===== src/rtl/fetch_sequencer.sv =====
// fetch_sequencer: owns the PC, fetches one word at a time from instruction memory and hands it to decode.
// Ports: clk/reset (sync, active-high); mem_req/mem_addr/mem_ack/mem_data = instruction memory
// req/ack handshake; instr/instr_pc/instr_valid/instr_ready = valid/ready link to decode;
// branch_taken/branch_target = redirect pulse from execute.
module fetch_sequencer #(
    parameter int WORD_SIZE = 16,
    parameter logic [WORD_SIZE-1:0] RESET_PC = '0
) (
    input  logic                 clk,
    input  logic                 reset,
    output logic                 mem_req,
    output logic [WORD_SIZE-1:0] mem_addr,
    input  logic                 mem_ack,
    input  logic [WORD_SIZE-1:0] mem_data,
    output logic [WORD_SIZE-1:0] instr,
    output logic [WORD_SIZE-1:0] instr_pc,
    output logic                 instr_valid,
    input  logic                 instr_ready,
    input  logic                 branch_taken,
    input  logic [WORD_SIZE-1:0] branch_target
);
    typedef enum logic [1:0] {FETCH, HOLD, DISCARD} state_t;
    state_t state;
    logic [WORD_SIZE-1:0] pc, pc_pending;
    assign mem_addr = pc;
    always_ff @(posedge clk) begin
        if (reset) begin
            state       <= FETCH;
            pc          <= RESET_PC;
            pc_pending  <= RESET_PC;
            mem_req     <= 1'b0;
            instr_valid <= 1'b0;
            instr       <= '0;
            instr_pc    <= '0;
        end else begin
            case (state)
                // mem_req is low only in the first cycle out of reset: no request is
                // outstanding then, so a redirect needs no discard and an ack is ignored
                FETCH: begin
                    mem_req <= 1'b1;
                    if (branch_taken && mem_req && !mem_ack) begin
                        pc_pending <= branch_target;
                        state      <= DISCARD;
                    end else if (branch_taken) begin
                        pc <= branch_target;
                    end else if (mem_req && mem_ack) begin
                        instr       <= mem_data;
                        instr_pc    <= pc;
                        pc          <= pc + 1'b1;
                        instr_valid <= 1'b1;
                        mem_req     <= 1'b0;
                        state       <= HOLD;
                    end
                end
                // pc stays put so mem_addr is stable until the wrong-path ack arrives
                DISCARD: begin
                    if (mem_ack) begin
                        pc    <= branch_taken ? branch_target : pc_pending;
                        state <= FETCH;
                    end else if (branch_taken) begin
                        pc_pending <= branch_target;
                    end
                end
                HOLD: begin
                    if (branch_taken || instr_ready) begin
                        instr_valid <= 1'b0;
                        mem_req     <= 1'b1;
                        state       <= FETCH;
                        if (branch_taken) pc <= branch_target;
                    end
                end
                default: state <= FETCH;
            endcase
        end
    end
endmodule


===== config.mk =====
export PLATFORM = sky130hd
export DESIGN_NAME = fetch_sequencer
export DESIGN_NICKNAME = d
export VERILOG_FILES = /design/src/rtl/fetch_sequencer.sv
export SDC_FILE = /design/constraint.sdc
export NUM_CORES = 1
export LEC_CHECK = 0
export CORE_ASPECT_RATIO = 0.6
export CORE_MARGIN = 5
export CORE_UTILIZATION = 45
export CTS_BUF_LIST = sky130_fd_sc_hd__clkbuf_8
export CTS_CLUSTER_SIZE = 8
export DETAILED_ROUTE_END_ITERATION = 6
export PLACE_DENSITY = 0.74
export RECOVER_POWER = 100
export SETUP_SLACK_MARGIN = 0.5
export SYNTH_ARGS = -nofsm -noshare
export SYNTH_HDL_FRONTEND = slang
export SYNTH_SLANG_ARGS = --single-unit

===== constraint.sdc =====
create_clock -name clk -period 2.8 [get_ports clk]
set_input_delay 0.56 -clock clk [delete_from_list [all_inputs] [get_ports clk]]
set_output_delay 0.56 -clock clk [all_outputs]
set_load 0.02 [all_outputs]

[After elaboration in Yosys (flattened, before gate mapping)]
Index checks and enable logic that the tools add are counted.
Word-level totals
  flip-flop bits (word level): 68
  output and inout port bits: 50
  logic and storage cells: 65
Cells by class
  $add $sub $neg: 1
  equal/unequal tests: 13
  mux-type cells: 27
  bitwise logic cells: 2
  reduce and logical (&&, ||, !) cells: 15
Operators by type and width (number)
  16-bit two-way mux: 9
  16-bit case mux with 3 select lines: 1
  16-bit case mux with 2 select lines: 1
  16-bit by 1-bit adder with 16-bit output (second input constant): 1
  2-bit != test (second input constant): 8
  2-bit two-way mux: 5
  3-bit != test (second input constant): 3
  1-bit two-way mux: 8
  4-bit AND reduction: 2
  2-bit case mux with 3 select lines: 1
  6-bit AND reduction: 1
  5-bit AND reduction: 1
  1-bit case mux with 2 select lines: 2
  2-bit nonzero test: 2
  1-bit logical AND: 3
  3-bit AND reduction: 1
  3-bit nonzero test: 1
  2-bit by 1-bit equality test with 1-bit output (second input constant): 1
  2-bit equality test (second input constant): 1
  2-bit logical NOT: 1
  1-bit inverter: 2
  2-bit AND reduction: 1
  1-bit logical NOT: 1
  1-bit logical OR: 1

[Longest topological paths before layout]
  word-level depth: 5
  mapped depth: 10
  mapped depth without buffers: 7

[Least setup slack after synthesis]
Ideal clock, no wire load.
  path type: flip-flop to flip-flop
  start: register state[1]
  end: register pc[10], in the netlist mem_addr[10]
  arrival time: 1.901 ns
  data required time: 2.676 ns
  slack: 0.775 ns
  stages on the path, launching flop included: 9
  buffers on the path: 1
  period minus slack after synthesis: 2.025 ns
  path through: dfxtp_1 -> inv_1 -> ha_1 -> nor3b_1 -> a2111oi_4 -> o21ai_2 -> clkbuf_1 -> a221oi_1 -> a21oi_1
On the way
  cells in the longest elaborated chain, start to end: 3
Ends and longest elaborated chain
  from (decl): line 23  | state_t state;
  from (signal assigned): line 28  | state <= FETCH;
  from (signal assigned): line 43  | state <= DISCARD;
  from (signal assigned): line 52  | state <= HOLD;
  2-bit by 1-bit equality test with 1-bit output (tied with other cells): line 36  | case (state)
  2-bit != test (no line) (tied with other cells)
  6-bit AND reduction (no line)
  to (signal assigned): line 45  | pc <= branch_target;
  to (signal assigned): line 49  | pc <= pc + 1'b1;
  to (signal assigned): line 58  | pc <= branch_taken ? branch_target : pc_pending;
  to (decl): line 24  | logic [WORD_SIZE-1:0] pc, pc_pending;
Several ways; a longest one is shown, not always the timed one.
A chain may end at the register's enable or synchronous reset.

[Worst setup path in the final report]
  start: input branch_taken
  end: register pc[15], in the netlist mem_addr[15]
On the way
  cells in the longest elaborated chain, start to end: 4
Ends and longest elaborated chain
  from (decl): line 19  | input logic branch_taken,
  1-bit logical AND (2 in a row): line 41  | if (branch_taken && mem_req && !mem_ack) begin
  2-bit != test (no line)
  6-bit AND reduction (no line)
Several ways; a longest one is shown, not always the timed one. The select of a mux whose other input is x is not followed.

==> results.txt <==
met3 Use GR: 0.07922
GRT busiest layer: met2
drt total wl: 9620 um
pin count of the biggest net entering global routing: 37
Die Width: 122.2 um
most area-consuming cells after synthesis: dfxtp_1 (40%), nand2_1 (9.9%), a21oi_1 (9.4%)
Clock Path Buffers: 2
initial core utilization: 0.4660
Startpoint Class: input port
Worst-Skew Late Latency: 0.36 ns
Syn Nets: 463
Reg clk slew, reported paths: 0.07 ns
Worst Hold Class: flop to flop
reg-to-reg startpoint: state[1]$_SDFFE_PP0P_
worst slew pin tran: 0.9710 ns
final hold viol count: 0
Synth Flop Type: dfxtp_1
Post-Synthesis Cells: 421
NumNets Final: 544
hpwl dp: 6700 um
Max Transition Viols Final: 0
vias: 3378
Slowest cell on crit path: dlygate4sd3_1
setup TNS: 0 ns
CP endpoint kind: flop
Pleak: 1.772 nW
GR met1 Demand/Resource: 0.2786
MaxCap Viol Count: 0
crit-path cells: dlygate4sd3_1 > nor3b_1 > a2111oi_4 > buf_4 > o21ai_2 > nor4_1 > a311o_1
Worst EP arrival: 2.70 ns
clock share of power: 0.303
# DRC: 0
proportion of layout cells with a drive suffix above 1: 0.09109
maximum clock frequency: 0.4063 GHz
vias in the first global route: 3040
GRT overflow: 0
area added between synthesis and finish: 34.58%
Pwr Density: 625.6 nW/um2
HP Start: instr[3]$_SDFFE_PP0P_
Global Route Usage Sum: 0.2035
FFs w/ async S/R, synth: 0
Ant. Diodes: 0
Tmin final: 2.462 ns
part of the cycle the worst path needs: 0.8791
vias per std cell: 5.547
status: finished, final reports clean
max incr delay on CP: 0.58 ns
crit-path max FO: 11
design area: 4577 um2
switching portion of total power: 0.3287
placed inst area: 4342 um2
syn_area_per_cell: 8.078 um2
Die Height: 77.34 um
critical path class: input port to flop
Int Pwr: 1.922 mW
Final ANT Viol Nets: 0
IO Pins: 87
Critical Path Start: branch_taken
first-pass GRT wire length: 15480 um
Post-Syn Area: 3401 um2
Comb power frac: 0.289
Seq/Total Area, Yosys: 0.4003
DR pass1 iterations: 4
yosys warns: 0
Initial DRC Count: 207
core box area: 7297 um2
peak supply drop: 0.2982 mV
antenna violations before repair: 0
clock root cell: clkbuf_8
CTS Buf Count: 9
Sequential Power Share: 0.408
clock sink count: 68
Worst EP required: 3.04 ns
Synth top area share: 0.4003
RD Place Congestion: 0.8854
die area: 9453 um2
row count: 24
input/output buffers: 86
Final setup viols: 0
Switch Pwr: 0.9412 mW
Setup Skew: 0.009165 ns
RSZ-0062 raised after global routing: true
routed len/inst: 15.80 um
GR Layer Usage met2: 0.3041
# H-tree levels: 3
Netlist cell types: 54
EDFF count, synth: 0
CTS tree: built
Synth area leader: dfxtp_1
register bit total from synthesis: 68
Max transition margin: 0.3512
per-layer routing:
layer | routed length, um | vias to the layer above
met5 | 0 | -
met4 | 102 | 0
met3 | 626 | 11
met2 | 4270 | 99
met1 | 4622 | 1628
li1 | - | 1640
cell usage in the layout (no fill, tap or decap), types with 3 or more instances in the layout:
cell / n
nand2_1: 90
dfxtp_1: 68
a21oi_1: 63
dlygate4sd3_1: 51
clkdlybuf4s50_1: 34
nor2_1: 31
mux2i_1: 20
o21ai_0: 18
buf_4: 11
clkbuf_8: 10
inv_1: 9
nand3_1: 9
mux2_2: 5
nor3_1: 5
ha_1: 5
a221oi_1: 4
nor3b_1: 3
xor2_1: 3
a211oi_1: 3
nor4_1: 3
a211o_1: 3
nand4_1: 3
power by group through the flow:
stage / clock, mW / combinational (mW) / sequential [mW]
floorplan: 0 / 0.436 / 1.24
global placement: 0 / 0.806 / 1.19
detailed placement: 0 / 0.825 / 1.19
CTS: 0.887 / 0.834 / 1.17
global route: 0.942 / 0.898 / 1.18
finish: 0.868 / 0.828 / 1.17
flip-flops by register name, summed over array words and instances (netlist names):
register / flops
instr: 16
instr_pc: 16
mem_addr: 16
mem_req: 1
pc_pending: 16
state: 2
instr_valid: 1
critical path, delay by kind of cell:
kind / cells / cell delay, ns
and+or+nand+nor: 2 / 0.70
AOI/OAI and AO/OA: 3 / 0.65
buffers and inverters: 2 / 0.78
through the flow:
step / power, mW / instances / hold slack, ns / setup slack [ns] / util
floorplan: 1.679 / 421 / 0.4561 / 0.7747 / -
global placement: 1.994 / 593 / 0.4418 / 0.1943 / 0.5950
detailed placement: 2.015 / 593 / 0.4467 / 0.09236 / 0.5950
CTS: 2.889 / 607 / 0.4559 / 0.5147 / 0.6241
global route: 3.023 / 609 / 0.4658 / 0.2441 / 0.6272
finish: 2.863 / 609 / 0.4500 / 0.3385 / 0.6272
path summary, 6_finish.rpt:
path	to	slack, ns	cells after the start
max	mem_addr[15]$_SDFFE_PP0P_	0.34	7
max reg2reg	mem_addr[15]$_SDFFE_PP0P_	0.51	8
min	instr[3]$_SDFFE_PP0P_	0.45	2
min reg2reg	instr[3]$_SDFFE_PP0P_	0.45	2
kinds of logic after synthesis:
kind of cell | Yosys count | synth area share
compound gates | 119 | 0.2252
xor+xnor | 5 | 0.01288
fa+ha+maj | 5 | 0.01840
buf+inv | 40 | 0.05960
flops | 68 | 0.4003
mux | 25 | 0.07542
simple gates | 159 | 0.2082
Yosys cell counts (4+ instances only):
master,n
a21oi_1,64
a221oi_1,5
buf_2,5
clkbuf_1,21
dfxtp_1,68
ha_1,5
inv_1,7
mux2_2,5
mux2i_1,20
nand2_1,90
nand3_1,9
nor2_1,31
nor3_1,5
nor3b_1,4
o21ai_0,18
what timing repair did:
item / 4_1_cts / 5_1_grt
setup buffers: 0 / 1
endpoints found under the setup margin: 9 / 8
hold buffers: 0 / 0
pin swaps: 0 / 0
gates resized for setup: 1 / 6
cloned: 0 / 1
layout make-up:
cell class                 count  area, um2
multi-input combinational    314       1861
clock inverter                 4      67.56
fill                         670       2720
inverter                       8      30.03
sequential                    68       1361
tap                          104      130.1
clock buffer                  10      137.6
timing repair buffer         101      989.7
Note: power is estimated with default switching activity, not from simulation.
